**src/rtl/btn_gen_pkg.sv**
```systemverilog
//==============================================================================
// btn_gen_pkg: shared types and constants for the bouncy button generator.
// Revision: 1.0
//==============================================================================
`default_nettype none

package btn_gen_pkg;

    typedef enum logic [1:0] {
        ST_IDLE           = 2'd0,
        ST_PRESS_BOUNCE   = 2'd1,
        ST_HOLD           = 2'd2,
        ST_RELEASE_BOUNCE = 2'd3
    } state_e;

    localparam logic [15:0] LFSR_SEED           = 16'hACE1;
    // Right-shifting Fibonacci form of x^16+x^14+x^13+x^11+1
    localparam logic [15:0] LFSR_TAPS           = 16'h002D;
    localparam logic [23:0] HOLD_CYCLES_DEFAULT = 24'h600000;

endpackage

`default_nettype wire

```
**src/rtl/lfsr16.sv**
```systemverilog
//==============================================================================
// lfsr16: free-running 16-bit maximal-length Fibonacci LFSR.
// Revision: 1.0
//==============================================================================
`default_nettype none

module lfsr16
    import btn_gen_pkg::*;
(
    input  logic        clk,
    input  logic        rst,
    output logic [15:0] q
);

    logic [15:0] lfsr_q;
    logic [15:0] lfsr_d;

    always_comb begin
        lfsr_d = {^(lfsr_q & LFSR_TAPS), lfsr_q[15:1]};
    end

    always_ff @(posedge clk or posedge rst) begin
        if (rst) begin
            lfsr_q <= LFSR_SEED;
        end else begin
            lfsr_q <= lfsr_d;
        end
    end

    assign q = lfsr_q;

endmodule

`default_nettype wire

```
**src/rtl/btn_bounce_gen.sv**
```systemverilog
//==============================================================================
// btn_bounce_gen: emulates one bouncy press/hold/release of a raw button.
// Revision: 1.0
//==============================================================================
`default_nettype none

module btn_bounce_gen
    import btn_gen_pkg::*;
#(
    parameter int          N_BOUNCE    = 3,
    parameter int          GLITCH_W    = 4,
    parameter int          RANDOM      = 1,
    parameter logic [23:0] HOLD_CYCLES = HOLD_CYCLES_DEFAULT
) (
    input  logic clk,
    input  logic rst,
    input  logic trig,
    output logic btn,
    output logic busy,
    output logic done
);

    localparam int                SEG_W        = GLITCH_W + 1;
    localparam logic [4:0]        LAST_SEG     = 5'(2 * N_BOUNCE);
    localparam logic [SEG_W-1:0]  FIXED_LEN_M1 = SEG_W'((1 << GLITCH_W) - 1);

    state_e             state_q, state_d;
    logic               btn_q, btn_d;
    logic               busy_q, busy_d;
    logic               done_q, done_d;
    logic [SEG_W-1:0]   seg_cnt_q, seg_cnt_d;
    logic [4:0]         seg_idx_q, seg_idx_d;
    logic [23:0]        hold_cnt_q, hold_cnt_d;
    logic [15:0]        lfsr_q;
    logic [SEG_W-1:0]   seg_load;
    logic               lfsr_unused;

    lfsr16 u_lfsr (
        .clk (clk),
        .rst (rst),
        .q   (lfsr_q)
    );

    assign lfsr_unused = ^lfsr_q;

    // Counter preload is length-1, so a zero LFSR nibble still gives a 1-cycle segment
    assign seg_load = (RANDOM != 0) ? {1'b0, lfsr_q[GLITCH_W-1:0]} : FIXED_LEN_M1;

    always_comb begin
        state_d    = state_q;
        btn_d      = btn_q;
        busy_d     = busy_q;
        done_d     = 1'b0;
        seg_cnt_d  = seg_cnt_q;
        seg_idx_d  = seg_idx_q;
        hold_cnt_d = hold_cnt_q;

        case (state_q)
            ST_IDLE: begin
                btn_d  = 1'b0;
                busy_d = 1'b0;
                if (trig) begin
                    state_d   = ST_PRESS_BOUNCE;
                    btn_d     = 1'b1;
                    busy_d    = 1'b1;
                    seg_cnt_d = seg_load;
                    seg_idx_d = 5'd0;
                end
            end
            ST_PRESS_BOUNCE: begin
                if (seg_cnt_q != '0) begin
                    seg_cnt_d = seg_cnt_q - 1'b1;
                end else if (seg_idx_q == LAST_SEG) begin
                    state_d    = ST_HOLD;
                    btn_d      = 1'b1;
                    hold_cnt_d = HOLD_CYCLES - 24'd1;
                end else begin
                    seg_idx_d = seg_idx_q + 5'd1;
                    btn_d     = ~btn_q;
                    seg_cnt_d = seg_load;
                end
            end
            ST_HOLD: begin
                if (hold_cnt_q != 24'd0) begin
                    hold_cnt_d = hold_cnt_q - 24'd1;
                end else begin
                    state_d   = ST_RELEASE_BOUNCE;
                    btn_d     = 1'b0;
                    seg_cnt_d = seg_load;
                    seg_idx_d = 5'd0;
                end
            end
            ST_RELEASE_BOUNCE: begin
                if (seg_cnt_q != '0) begin
                    seg_cnt_d = seg_cnt_q - 1'b1;
                end else if (seg_idx_q == LAST_SEG) begin
                    state_d   = ST_IDLE;
                    btn_d     = 1'b0;
                    busy_d    = 1'b0;
                    done_d    = 1'b1;
                    seg_idx_d = 5'd0;
                end else begin
                    seg_idx_d = seg_idx_q + 5'd1;
                    btn_d     = ~btn_q;
                    seg_cnt_d = seg_load;
                end
            end
            default: begin
                state_d = ST_IDLE;
                btn_d   = 1'b0;
                busy_d  = 1'b0;
            end
        endcase
    end

    always_ff @(posedge clk or posedge rst) begin
        if (rst) begin
            state_q    <= ST_IDLE;
            btn_q      <= 1'b0;
            busy_q     <= 1'b0;
            done_q     <= 1'b0;
            seg_cnt_q  <= '0;
            seg_idx_q  <= 5'd0;
            hold_cnt_q <= 24'd0;
        end else begin
            state_q    <= state_d;
            btn_q      <= btn_d;
            busy_q     <= busy_d;
            done_q     <= done_d;
            seg_cnt_q  <= seg_cnt_d;
            seg_idx_q  <= seg_idx_d;
            hold_cnt_q <= hold_cnt_d;
        end
    end

    assign btn  = btn_q;
    assign busy = busy_q;
    assign done = done_q;

endmodule

`default_nettype wire

```
**config.mk**
```make
export PLATFORM = sky130hd
export DESIGN_NAME = btn_bounce_gen
export DESIGN_NICKNAME = d
export VERILOG_FILES = /design/src/rtl/btn_gen_pkg.sv /design/src/rtl/lfsr16.sv /design/src/rtl/btn_bounce_gen.sv
export SDC_FILE = /design/constraint.sdc
export NUM_CORES = 1
export LEC_CHECK = 0
export CAP_MARGIN = 20
export CORE_MARGIN = 1
export CORE_UTILIZATION = 60
export CTS_CLUSTER_DIAMETER = 80
export CTS_CLUSTER_SIZE = 8
export DETAILED_ROUTE_END_ITERATION = 10
export PLACE_DENSITY = 0.77
export SYNTH_ARGS = -nofsm -noshare
export SYNTH_HDL_FRONTEND = slang
export SYNTH_SLANG_ARGS = --single-unit
```
**constraint.sdc**
```tcl
create_clock -name clk -period 2.6 [get_ports clk]
set_clock_uncertainty 0.1 [all_clocks]
set_input_delay 0.65 -clock clk [delete_from_list [all_inputs] [get_ports clk]]
set_output_delay 0.65 -clock clk [all_outputs]
set_load 0.01 [all_outputs]
```
## Word-level counts from Yosys, hierarchy flattened

Cells that the tools add are included.

| storage, ports and cells | value |
|---|---|
| bits in registers | 55 |
| output and inout port bits | 3 |

| cells by class | value |
|---|---|
| add/sub/neg operators | 3 |
| eq/ne operators | 13 |
| mux-type cells | 36 |
| bitwise gates (word level) | 1 |
| reductions and logical operators | 13 |

Operators with widths:

| operator | count |
|---|---|
| 24-bit two-way mux | 3 |
| 5-bit two-way mux | 10 |
| 24-bit case mux with 2 select lines | 1 |
| 24-bit nonzero test | 1 |
| 24-bit by 1-bit subtractor with 24-bit output, second input constant | 1 |
| 5-bit case mux with 4 select lines | 1 |
| 2-bit inequality test, second input constant | 8 |
| 16-bit XOR reduction | 1 |
| 5-bit case mux with 3 select lines | 1 |
| 2-bit two-way mux | 6 |
| 1-bit two-way mux | 11 |
| 3-bit AND reduction | 3 |
| 2-bit case mux with 4 select lines | 1 |
| 6-bit AND reduction | 1 |
| 5-bit by 1-bit adder with 5-bit output, second input constant | 1 |
| 5-bit by 3-bit == test with 1-bit output, second input constant | 1 |
| 5-bit AND reduction | 1 |
| 5-bit nonzero test | 1 |
| 5-bit by 1-bit subtractor with 5-bit output, second input constant | 1 |
| 2-bit == test, second input constant | 2 |
| 1-bit case mux with 4 select lines | 1 |
| 4-bit AND reduction | 1 |
| 2-bit nonzero test | 2 |
| 3-bit inequality test, second input constant | 1 |
| other kinds (5) | 5 |

## Depth between registers and ports, before layout

Gate-level depths: netlist of the first run.

| logic depth | value |
|---|---|
| depth after elaboration | 4 |
| gate-level depth with buffers | 9 |
| gate-level depth less buffers | 7 |

## Cells and area by module

Synthesis of the first run repeated with hierarchy kept, for this count alone.

| second synthesis, totals | value |
|---|---|
| cell total of the unflattened synthesis | 301 |
| area total of the unflattened synthesis | 2984.1 µm² |

Modules (own cells, without submodules):

| module | instances | cells each | area an instance (µm²) | seq. area each (µm²) |
|---|---|---|---|---|
| btn_bounce_gen | 1 | 266 | 2431.1 | 975.9 |
| lfsr16 | 1 | 35 | 553.0 | 410.4 |

## Worst setup path after synthesis of the first run

Ideal clock, no wire load.

| path | value |
|---|---|
| path kind | register -> register |
| start point | reg seg_cnt_q[0] |
| end point | reg hold_cnt_q[7] |
| library setup time | 69 ps |
| arrival | 2058 ps |
| path slack | 373 ps |
| cell stages (with the launch flop) | 9 |
| buffers on the path | 1 |
| clock period less this slack | 2227 ps |
| path through | dfrtp_1 inv_1 ha_1 nor4b_4 a31o_2 nand3_1 buf_2 or4_1 nand3_1 |

| on the way | value |
|---|---|
| word-level cells in the longest chain between the ends | 3 |

Ends and longest elaborated chain:

| item | line | source |
|---|---|---|
| from (decl) | btn_bounce_gen.sv:31 | `logic [SEG_W-1:0] seg_cnt_q, seg_cnt_d;` |
| from (signal assigned) | btn_bounce_gen.sv:130 | `seg_cnt_q <= seg_cnt_d;` |
| 5-bit nonzero test | btn_bounce_gen.sv:71 | `if (seg_cnt_q != '0) begin` |
| 2-bit inequality test (no source line) | -- |  |
| 4-bit AND reduction (no source line) | -- |  |
| to (signal assigned) | btn_bounce_gen.sv:132 | `hold_cnt_q <= hold_cnt_d;` |
| to (decl) | btn_bounce_gen.sv:33 | `logic [23:0] hold_cnt_q, hold_cnt_d;` |

Every way passes these cells.
A chain may end at the register's enable or synchronous reset.

## Final worst setup path of the first run

| path | value |
|---|---|
| start point | reg seg_cnt_q[0] |
| end point | reg hold_cnt_q[18] |

The elaborated chain is that of the path after synthesis.

==> results of run 1 <==
==> power breakdown <==
part / internal, uW / switching (uW) / leakage (uW)
clock: 243 / 276 / 0.0000505
combinational: 5.97 / 17.2 / 0.000535
sequential: 855 / 0 / 0.000622
total: 1100 / 293 / 0.00121
==> cell type report <==
type,instances,area (um2),area share [%]
repair buffers,21,183,5.78
clock buffers,7,96.3,3.05
well taps,52,65.1,2.06
multi-input cells,201,1390,43.9
inverters,10,37.5,1.19
flip-flops and latches,55,1390,43.8
clock inverters,1,7.51,0.237
==> cells in the final DEF, fill, tap and decap left out, drive strengths merged, types with 8 or more instances in the layout <==
cell type and count:
a21oi 12, buf 16, dfrtp 47, dfstp 8, ha 10, inv 10, nand2 12, nand3 28
nor2 15, o21ai 14, o31ai 23, or3 10, or4 17
==> routing by layer <==
metal | vias up | GRT usage, %
met5 | - | 0
met4 | 0 | 8.22
met1 | 1065 | 35.4
li1 | 1074 | -
met3 | 7 | 4.27
met2 | 29 | 39.2
==> kinds of logic (layout without fill, tap and decap cells) <==
family | Yosys count | count (layout)
flops | 55 | 55
fa+ha+maj | 10 | 10
buf+inv | 18 | 39
compound gates | 61 | 61
xor+xnor | 4 | 4
simple gates | 121 | 121
mux | 5 | 5
==> flip-flops by register name, indices dropped and copies added, names as in the netlist <==
register / cells
btn: 1
busy: 1
done: 1
hold_cnt_q: 24
seg_cnt_q: 5
seg_idx_q: 5
state_q: 2
u_lfsr.q: 16
==> per-stage QoR <==
| stage | utilization, % | area, um2 | hold slack [ns] |
|---|---|---|---|
| 2_1_floorplan | - | 2850 | 0.231 |
| 5_1_grt | 70.7 | 3160 | 0.264 |
| 3_3_place_gp | 68.3 | 3050 | 0.237 |
| 6_report | 70.7 | 3160 | 0.263 |
| 4_1_cts | 70.6 | 3160 | 0.262 |
| 3_5_place_dp | 68.3 | 3050 | 0.237 |
==> final timing paths <==
check	endpoint	slack [ns]	depth (start not counted)
setup reg to reg	hold_cnt_q[18]	0.21	8
setup / recovery	hold_cnt_q[18]	0.21	8
hold reg to reg	u_lfsr.q[6]	0.26	0
hold / removal	u_lfsr.q[6]	0.26	0
max in group asynchronous	seg_idx_q[2]	1.25	3
min in group asynchronous	hold_cnt_q[7]	0.55	2
==> worst max-delay path, stage by stage, from the launching register on <==
cell and delay [ns]:
dfrtp_1 0.45, inv_1 0.08, ha_1 0.23, nor4b_4 0.24, a31o_2 0.21, buf_4 0.14
nand4b_1 0.28, or4_1 0.50, nand3_1 0.11
==> summary.txt, run 1 <==
Run status
  • Status: finished, final reports clean

Synth
  • Synth Area in Adders: 4.39%
  • Yosys warning total: 0
  • Mux cell area share after synthesis: 1.80%
  • Simple-gate area share of the yosys netlist: 26.9%
  • Synth top area share: 41.2%
  • Synth area leaders: dfrtp_1, dfstp_2, o31ai_1
  • Most common cell in the netlist: dfrtp_1
  • FF+latch count, synth: 55
  • Yosys top cell by area: dfrtp_1
  • Avg Cell Area, Syn: 10.4 um2
  • Compound-gate portion of the synthesized area: 14.2%
  • Register area share after synthesis: 48.6%
  • Synth cell types: 46
  • Dominant synthesized flop cell: dfrtp_1
  • Synthesized net count: 287
  • Main combinational cell family by area after synthesis: simple AND/OR/NAND/NOR gates
  • Post-synth EDFFs: 0
  • Cell count after synthesis: 274
  • Synthesized-area fraction occupied by xor and xnor cells: 1.23%
  • Mapped Area: 2850 um2
  • Ys async rst share: 100%
  • Most frequent cells after synthesis: dfrtp_1, nand3_1, o31ai_1, or4_1, nor2_1

Worst hold path
  • Hold_sp: u_lfsr.q[7]
  • Type of the worst min-delay path: flip-flop to flip-flop

Final layout
  • Non-Filler Instances: 347
  • Fill cells: 329
  • Layout area overhead: 10.9%
  • Nets: 307
  • Share of layout cells above drive strength 1: 17.6%
  • Antenna Cells: 0

Clocking
  • Clock Tree Root: clkbuf_8
  • CTS Sinks: 55
  • Clk Latency, worst-skew pair: 0.32 ns
  • CTS Buf Count: 5
  • Clock Path Buffers: 2
  • Postcts setup bufs: 0
  • Cts hold-fix bufs: 0
  • Clock Pin Slew Worst Setup and Hold Paths: 0.10 ns
  • Post-CTS Resized: 0
  • H-tree depth: 2
  • CTS tree: built

Floorplan
  • Die H: 70.9 um
  • IO Pins: 6
  • Total core area: 4470 um2
  • Die area: 5030 um2
  • Chip width: 70.9 um
  • Row count: 24
  • Initial Util: 63.7%

Route
  • Total wire length: 5.52 mm
  • DRC errors left: 0
  • Via-per-instance ratio: 6.27
  • Vias: 2,175
  • Final ANT Viol Nets: 0
  • WL met1: 2.76 mm
  • Top sig layer: met4
  • First-pass DRT Iterations: 4
  • Initial DRC count: 125
  • DR WL/cell: 15.9 um
  • Met3 WL: 152 um
  • Met2 wire length: 2.53 mm

Global route
  • Largest net degree at the start of global routing: 31
  • Antenna violations before repair: 0
  • Number of global-route vias before repair: 2,113
  • Total grt overflow: 0
  • Total Routing Usage GR: 24.9%
  • Global-route wire length before repair: 9.82 mm

Timing
  • Final worst slack: 0.213 ns
  • Final Cycle Share: 91.8%
  • Slew headroom: 67.6%
  • Final Setup Violations: 0
  • Measured slew at the worst slew-check pin: 0.486 ns
  • Final Hold Viols: 0
  • Max-slew violations: 0
  • Setup total negative slack: 0 ns
  • RSZ-0062 raised after global routing: no
  • Achievable Freq: 0.419 GHz
  • Clock period minus worst slack: 2.39 ns

Flow run
  • Max-cap violations: 0

Setup path
  • CP arrival: 2.55 ns
  • Worst Setup SP: seg_cnt_q[0]
  • Critical path class: flip-flop to flip-flop
  • RR Startpoint: seg_cnt_q[0]
  • Setup crit end kind: flip-flop
  • Max Fanout on Critical Path: 7
  • Critical path required time: 2.76 ns
  • CP Launch Type: flip-flop

Placed design
  • GP Congestion: 0.895
  • Placed Cells incl. Taps: 339
  • Post-DP HPWL: 3.97 mm
  • Pre-CTS WS: 0.189 ns
  • Buffers on Ports: 5

Power
  • Total chip power: 1400 uW
  • Cell Pwr Density: 442 nW/um2
  • Leak pwr: 0.00121 uW
  • Worst ir drop on vdd: 0.387 mV
Note: power is estimated with default switching activity, not from simulation.
==> run 2: changes to the inputs <==
CORE_MARGIN = unset   (was 1)
==> results of run 2 <==
Same layout as run 1: the final DEF is identical, and so are final timing and power.
==> run 3: changes to the inputs <==
==> constraint.sdc (replaced) <==
create_clock -name clk -period 2.6 [get_ports clk]
set_clock_uncertainty 0.1 [all_clocks]
set_input_delay 0.65 -clock clk [delete_from_list [all_inputs] [get_ports clk]]
set_output_delay 0.65 -clock clk [all_outputs]
set_load 0.005 [all_outputs]
==> results of run 3 <==
Same layout as run 1: the final DEF is identical, and so are final timing and power.
